`src/rtl/div32_bus_master.sv`:
```
// div32_bus_master: drives the 16-bit peripheral I/O bus to run one 32-bit
// division per request on the divider peripheral, then returns the quotient
// on a valid/ready response. A divisor of zero is answered locally.
module div32_bus_master #(
  parameter int unsigned POLL_MAX  = 255,
  parameter logic [31:0] DIVZERO_Q = 32'hFFFF_FFFF
) (
  input  logic        clk,
  input  logic        rst,
  input  logic        req_valid,
  output logic        req_ready,
  input  logic [31:0] req_dividend,
  input  logic [31:0] req_divisor,
  output logic        rsp_valid,
  input  logic        rsp_ready,
  output logic [31:0] rsp_quotient,
  output logic [1:0]  rsp_err,
  output logic        busy,
  output logic        cs,
  output logic [3:0]  addr,
  output logic        rd,
  output logic        wr,
  output logic [15:0] d_out,
  input  logic [15:0] d_in
);

  // S_INIT is the state held in reset; S_INIT_WR is the cycle carrying the
  // go=0 write that parks the peripheral before the first job.
  typedef enum logic [3:0] {
    S_INIT, S_INIT_WR, S_IDLE, S_WR_DDH, S_WR_DDL, S_WR_DVH, S_WR_DVL,
    S_GO_SET, S_GO_CLR, S_POLL, S_RD_QH, S_RD_QL, S_RESP
  } state_e;

  localparam logic [15:0] POLL_LIM = 16'(POLL_MAX);

  localparam logic [3:0] A_GO  = 4'h0;
  localparam logic [3:0] A_DDH = 4'h2;
  localparam logic [3:0] A_DDL = 4'h4;
  localparam logic [3:0] A_DVH = 4'h6;
  localparam logic [3:0] A_DVL = 4'h8;
  localparam logic [3:0] A_DN  = 4'hA;
  localparam logic [3:0] A_QH  = 4'hC;
  localparam logic [3:0] A_QL  = 4'hE;

  state_e      state_q, state_d;
  logic [31:0] dd_q, dd_d;
  logic [31:0] dv_q, dv_d;
  logic [31:0] quot_q, quot_d;
  logic [1:0]  err_q, err_d;
  logic [15:0] cnt_q, cnt_d;
  logic [15:0] cnt_inc;

  logic        req_ready_q, req_ready_d;
  logic        rsp_valid_q, rsp_valid_d;
  logic        busy_q, busy_d;
  logic        cs_q, cs_d;
  logic [3:0]  addr_q, addr_d;
  logic        rd_q, rd_d;
  logic        wr_q, wr_d;
  logic [15:0] d_out_q, d_out_d;

  assign req_ready    = req_ready_q;
  assign rsp_valid    = rsp_valid_q;
  assign rsp_quotient = quot_q;
  assign rsp_err      = err_q;
  assign busy         = busy_q;
  assign cs           = cs_q;
  assign addr         = addr_q;
  assign rd           = rd_q;
  assign wr           = wr_q;
  assign d_out        = d_out_q;

  // Poll count saturates so a huge POLL_MAX can never wrap it.
  assign cnt_inc = (cnt_q == 16'hFFFF) ? cnt_q : cnt_q + 16'd1;

  // State and all registered outputs; reset drops any job in flight.
  always_ff @(posedge clk) begin
    if (!rst) begin
      state_q     <= S_INIT;
      dd_q        <= '0;
      dv_q        <= '0;
      quot_q      <= '0;
      err_q       <= '0;
      cnt_q       <= '0;
      req_ready_q <= 1'b0;
      rsp_valid_q <= 1'b0;
      busy_q      <= 1'b0;
      cs_q        <= 1'b0;
      addr_q      <= '0;
      rd_q        <= 1'b0;
      wr_q        <= 1'b0;
      d_out_q     <= '0;
    end else begin
      state_q     <= state_d;
      dd_q        <= dd_d;
      dv_q        <= dv_d;
      quot_q      <= quot_d;
      err_q       <= err_d;
      cnt_q       <= cnt_d;
      req_ready_q <= req_ready_d;
      rsp_valid_q <= rsp_valid_d;
      busy_q      <= busy_d;
      cs_q        <= cs_d;
      addr_q      <= addr_d;
      rd_q        <= rd_d;
      wr_q        <= wr_d;
      d_out_q     <= d_out_d;
    end
  end

  // Next state plus operand/result capture. Read data is taken in the state
  // whose access is on the bus, i.e. at the edge that ends that access.
  always_comb begin
    state_d = state_q;
    dd_d    = dd_q;
    dv_d    = dv_q;
    quot_d  = quot_q;
    err_d   = err_q;
    cnt_d   = cnt_q;
    case (state_q)
      S_INIT:    state_d = S_INIT_WR;
      S_INIT_WR: state_d = S_IDLE;
      S_IDLE: begin
        if (req_valid) begin
          dd_d = req_dividend;
          dv_d = req_divisor;
          if (req_divisor == 32'd0) begin
            quot_d  = DIVZERO_Q;
            err_d   = 2'b01;
            state_d = S_RESP;
          end else begin
            quot_d  = '0;
            err_d   = 2'b00;
            state_d = S_WR_DDH;
          end
        end
      end
      S_WR_DDH: state_d = S_WR_DDL;
      S_WR_DDL: state_d = S_WR_DVH;
      S_WR_DVH: state_d = S_WR_DVL;
      S_WR_DVL: state_d = S_GO_SET;
      S_GO_SET: state_d = S_GO_CLR;
      S_GO_CLR: begin
        cnt_d   = '0;
        state_d = S_POLL;
      end
      S_POLL: begin
        cnt_d = cnt_inc;
        // Done on the last allowed read still wins over the timeout.
        if (d_in[0]) begin
          state_d = S_RD_QH;
        end else if (cnt_inc >= POLL_LIM) begin
          quot_d  = '0;
          err_d   = 2'b10;
          state_d = S_RESP;
        end
      end
      S_RD_QH: begin
        quot_d[31:16] = d_in;
        state_d       = S_RD_QL;
      end
      S_RD_QL: begin
        quot_d[15:0] = d_in;
        err_d        = 2'b00;
        state_d      = S_RESP;
      end
      S_RESP:  if (rsp_ready) state_d = S_IDLE;
      default: state_d = S_INIT;
    endcase
  end

  // Output decode from the next state so every bus/handshake pin is a flop.
  always_comb begin
    req_ready_d = (state_d == S_IDLE);
    rsp_valid_d = (state_d == S_RESP);
    busy_d      = (state_d != S_IDLE);
    cs_d        = 1'b0;
    addr_d      = '0;
    rd_d        = 1'b0;
    wr_d        = 1'b0;
    d_out_d     = '0;
    case (state_d)
      S_INIT_WR: begin cs_d = 1'b1; wr_d = 1'b1; addr_d = A_GO;  d_out_d = 16'd0;        end
      S_WR_DDH:  begin cs_d = 1'b1; wr_d = 1'b1; addr_d = A_DDH; d_out_d = dd_d[31:16];  end
      S_WR_DDL:  begin cs_d = 1'b1; wr_d = 1'b1; addr_d = A_DDL; d_out_d = dd_d[15:0];   end
      S_WR_DVH:  begin cs_d = 1'b1; wr_d = 1'b1; addr_d = A_DVH; d_out_d = dv_d[31:16];  end
      S_WR_DVL:  begin cs_d = 1'b1; wr_d = 1'b1; addr_d = A_DVL; d_out_d = dv_d[15:0];   end
      S_GO_SET:  begin cs_d = 1'b1; wr_d = 1'b1; addr_d = A_GO;  d_out_d = 16'd1;        end
      S_GO_CLR:  begin cs_d = 1'b1; wr_d = 1'b1; addr_d = A_GO;  d_out_d = 16'd0;        end
      S_POLL:    begin cs_d = 1'b1; rd_d = 1'b1; addr_d = A_DN;                          end
      S_RD_QH:   begin cs_d = 1'b1; rd_d = 1'b1; addr_d = A_QH;                          end
      S_RD_QL:   begin cs_d = 1'b1; rd_d = 1'b1; addr_d = A_QL;                          end
      default:   ;
    endcase
  end

endmodule

```
`config.mk`:
```
export PLATFORM = sky130hd
export DESIGN_NAME = div32_bus_master
export DESIGN_NICKNAME = d
export VERILOG_FILES = /design/src/rtl/div32_bus_master.sv
export SDC_FILE = /design/constraint.sdc
export NUM_CORES = 1
export LEC_CHECK = 0
export BUFFER_PORTS_ARGS = -buffer_cell sky130_fd_sc_hd__buf_4
export CORE_MARGIN = 3
export CORE_UTILIZATION = 55
export CTS_BUF_LIST = sky130_fd_sc_hd__clkbuf_8
export CTS_CLUSTER_DIAMETER = 40
export DETAILED_ROUTE_END_ITERATION = 16
export GPL_TIMING_DRIVEN = 0
export PLACE_DENSITY = 0.89
export SYNTH_ARGS = -nofsm -noshare
export SYNTH_HDL_FRONTEND = slang
export SYNTH_SLANG_ARGS = --single-unit
```
`constraint.sdc`:
```
create_clock -name clk -period 4.15 [get_ports clk]
set_input_delay 0.83 -clock clk [delete_from_list [all_inputs] [get_ports clk]]
set_output_delay 0.83 -clock clk [all_outputs]
set_load 0.01 [all_outputs]
```
==> results.ini <==
[clock_tree]
ctsResizeCount=0
h-tree-depth=4
cts_sinks=127
cts_root_buf=clkbuf_8
cts_hold_buffers=0
clockBufferDepth=2
clk_pin_slew_ps=70
insertion_delay_ps=460
cts_tree=yes
numCtsBuffers=17
postCtsSetupBuffers=0

[grt]
grt_max_degree=17
grt_pass1_vias=6104
overflow=0
grt_pass1_wl_mm=29.41
track_usage_pct=32.18
antenna_found_initial=0

[run_status]
status=completed

[drt]
topRoutingLayerUsed=met4
drc_errors=0
via_per_inst=6.174
drt_iter0_drc=773
vias=6341
wl_met2_mm=8.807
wl_met1_mm=7.298
drtAntennaViolNets=0
wl_per_cell_um=18.16
detail_route.first_pass.iterations=6
wirelength_mm=18.65
route.met3.wl_mm=1.846

[placement]
port_buffers=142
place.gp.congestion=0.9616
dpl.hpwl_mm=13.58
place_inst=995

[logic_synthesis]
synth_area_leaders=dfxtp_1 (44%), a21oi_1 (8.2%), nand2_1 (7.9%), nor2_1 (4.2%), o21ai_0 (3.6%)
syn_area_sq_um=5771
async_flop_share_pct=0
syn_nets=805
ys_types=64
ys_seq_area_share_pct=44.06
yosysTopAreaCell=dfxtp_1
avgSynthCellArea_sq_um=8.015
synth_edf_count=0
synthDominantCellAreaShare_pct=44.06
yosys_warnings=0
synth_seq_cells=127
syn_inst=720
synth_ff_type=dfxtp_1

[setup_path]
startpoint_type=register
r2r_slack_ps=620
criticalPathCategory=reg -> reg
cp_max_fo=10
reg2regPathDepth=9
crit_arrival_ps=3870
endpoint_kind=register
critPathRequiredTime_ps=4500

[power_and_ir_drop]
power_density_nw_per_um2=420.3
ir_drop_mv=0.2911
p_leak_uw=0.002882
power_uw=3099

[layout]
area_growth_pct=27.78
antennaDiodeCount=0
fin_nets=966
fin_util_pct=73.74
final_common_cell=buf_4
fin_cells=1027
layout-drive-gt1-share_pct=21.70
most-common-layout-cells=buf_4 (144), dfxtp_1 (127), nand2_1 (121)
n_fill_cell=767

[timing]
period_share_pct=85.02
drv_slew=0
worstMarginPinSlew_ps=1074
rsz0062_at_grt=no
fin_hold_ws_ps=460.9
finalCriticalPeriod_ps=3528
fmax_ghz=0.2834
hold_viol=0
relSlewSlack_pct=27.72
final.setup.tns_ps=0
setup_violations=0
skew_ps=12.58

[floorplanning]
die-area_sq_um=11760
die_y_um=108.4
pin_count=144
initial_core_util_pct=57.71
coreArea_sq_um=10000
die_w_um=108.4
row_count=36

[hold_path]
hp-class=reg -> reg
holdPathStages=2

[flow_run]
drv_cap=0

## path summary, 6_finish.rpt
kind,endpoint,startpoint
worst max-delay path,d_out[2],cnt_q[0]
worst min register to register,dv_q[25],dv_q[25]
worst min-delay path,dv_q[25],dv_q[25]
worst max register to register,d_out[2],cnt_q[0]
## cells in the mapped netlist (2+ instances only)
cell type	instances
buf_1	9
a31o_2	2
a21oi_1	94
mux2i_1	15
o21a_1	5
buf_2	3
nand2_1	121
clkbuf_1	41
mux2_2	2
nand3_1	11
nand4_1	4
a21boi_0	2
nand2b_1	6
buf_4	2
nor2_1	64
or3_1	5
a211oi_1	18
a22oi_1	9
dfxtp_1	127
and3_1	11
xnor2_1	3
a32o_1	6
and2_1	6
inv_1	6
o21ai_0	41
a2111o_1	2
a31o_1	8
nor2b_1	5
nor4_1	12
o211ai_1	16
o2111ai_1	2
a21o_1	2
a31oi_1	2
or4_4	2
nor3_1	13
o21ai_1	15
## layer usage
layer | vias to the layer above | GRT usage [%]
met5 | - | 0
met4 | 0 | 16.14
met3 | 83 | 9.134
met2 | 394 | 50.93
met1 | 2965 | 40.09
li1 | 2899 | -
## critical path: stages, from the launching register on
cell	delay, ps
dfxtp_1	400
ha_1	270
nand3_1	260
nor4_1	410
mux2_2	410
or4_4	430
or4_4	470
o21ai_4	330
o21ai_1	120
a32o_1	300
## kinds of logic (layout without fill, tap and decap cells)
| family | count (synthesis) | count (layout) | share of synthesized area, % |
|---|---|---|---|
| AND/OR/NAND/NOR | 269 | 269 | 21.64 |
| AO/OA/AOI/OAI | 240 | 240 | 26.34 |
| flip-flops | 127 | 127 | 44.06 |
| buffers and inverters | 62 | 236 | 4.228 |
| multiplexers | 17 | 17 | 2.992 |
| XOR/XNOR | 3 | 3 | 0.4554 |
| adder cells (fa/ha/maj) | 1 | 1 | 0.2168 |
| other | 1 | 1 | 0.06499 |
## sequential cells by signal, summed over array words and instances, names as in the netlist
register and flops:
dv_q 32, d_out 16, req_ready 1, cnt_q 16, rsp_valid 1, rsp_err 2, addr 3, wr 1
cs 1, state_q 4, rsp_quotient 32, rd 1, dd_q 16, busy 1
## stage by stage
stage / area [sq um] / worst slack, ps
2_1_floorplan: 5771 / 1091
3_3_place_gp: 7003 / 729.4
3_5_place_dp: 7003 / 683.8
4_1_cts: 7373 / 646.8
5_1_grt: 7373 / 448.9
6_report: 7373 / 621.5
## layout make-up
| cell class | count | area, sq um | area share (%) |
|---|---|---|---|
| well taps | 133 | 166.4 | 2.257 |
| multi-input cells | 531 | 2984 | 40.47 |
| repair buffers | 142 | 1066 | 14.46 |
| plain buffers | 55 | 217.7 | 2.953 |
| flip-flops and latches | 127 | 2542 | 34.48 |
| clock buffers | 20 | 275.3 | 3.733 |
| clock inverters | 12 | 95.09 | 1.290 |
| inverters | 7 | 26.28 | 0.3564 |
## report_power, final
group / switching, uW / internal, uW
Sequential: 51.9 / 1320
Clock: 494 / 511
Combinational: 439 / 287
Total: 985 / 2110
Note: power is estimated with default switching activity, not from simulation.
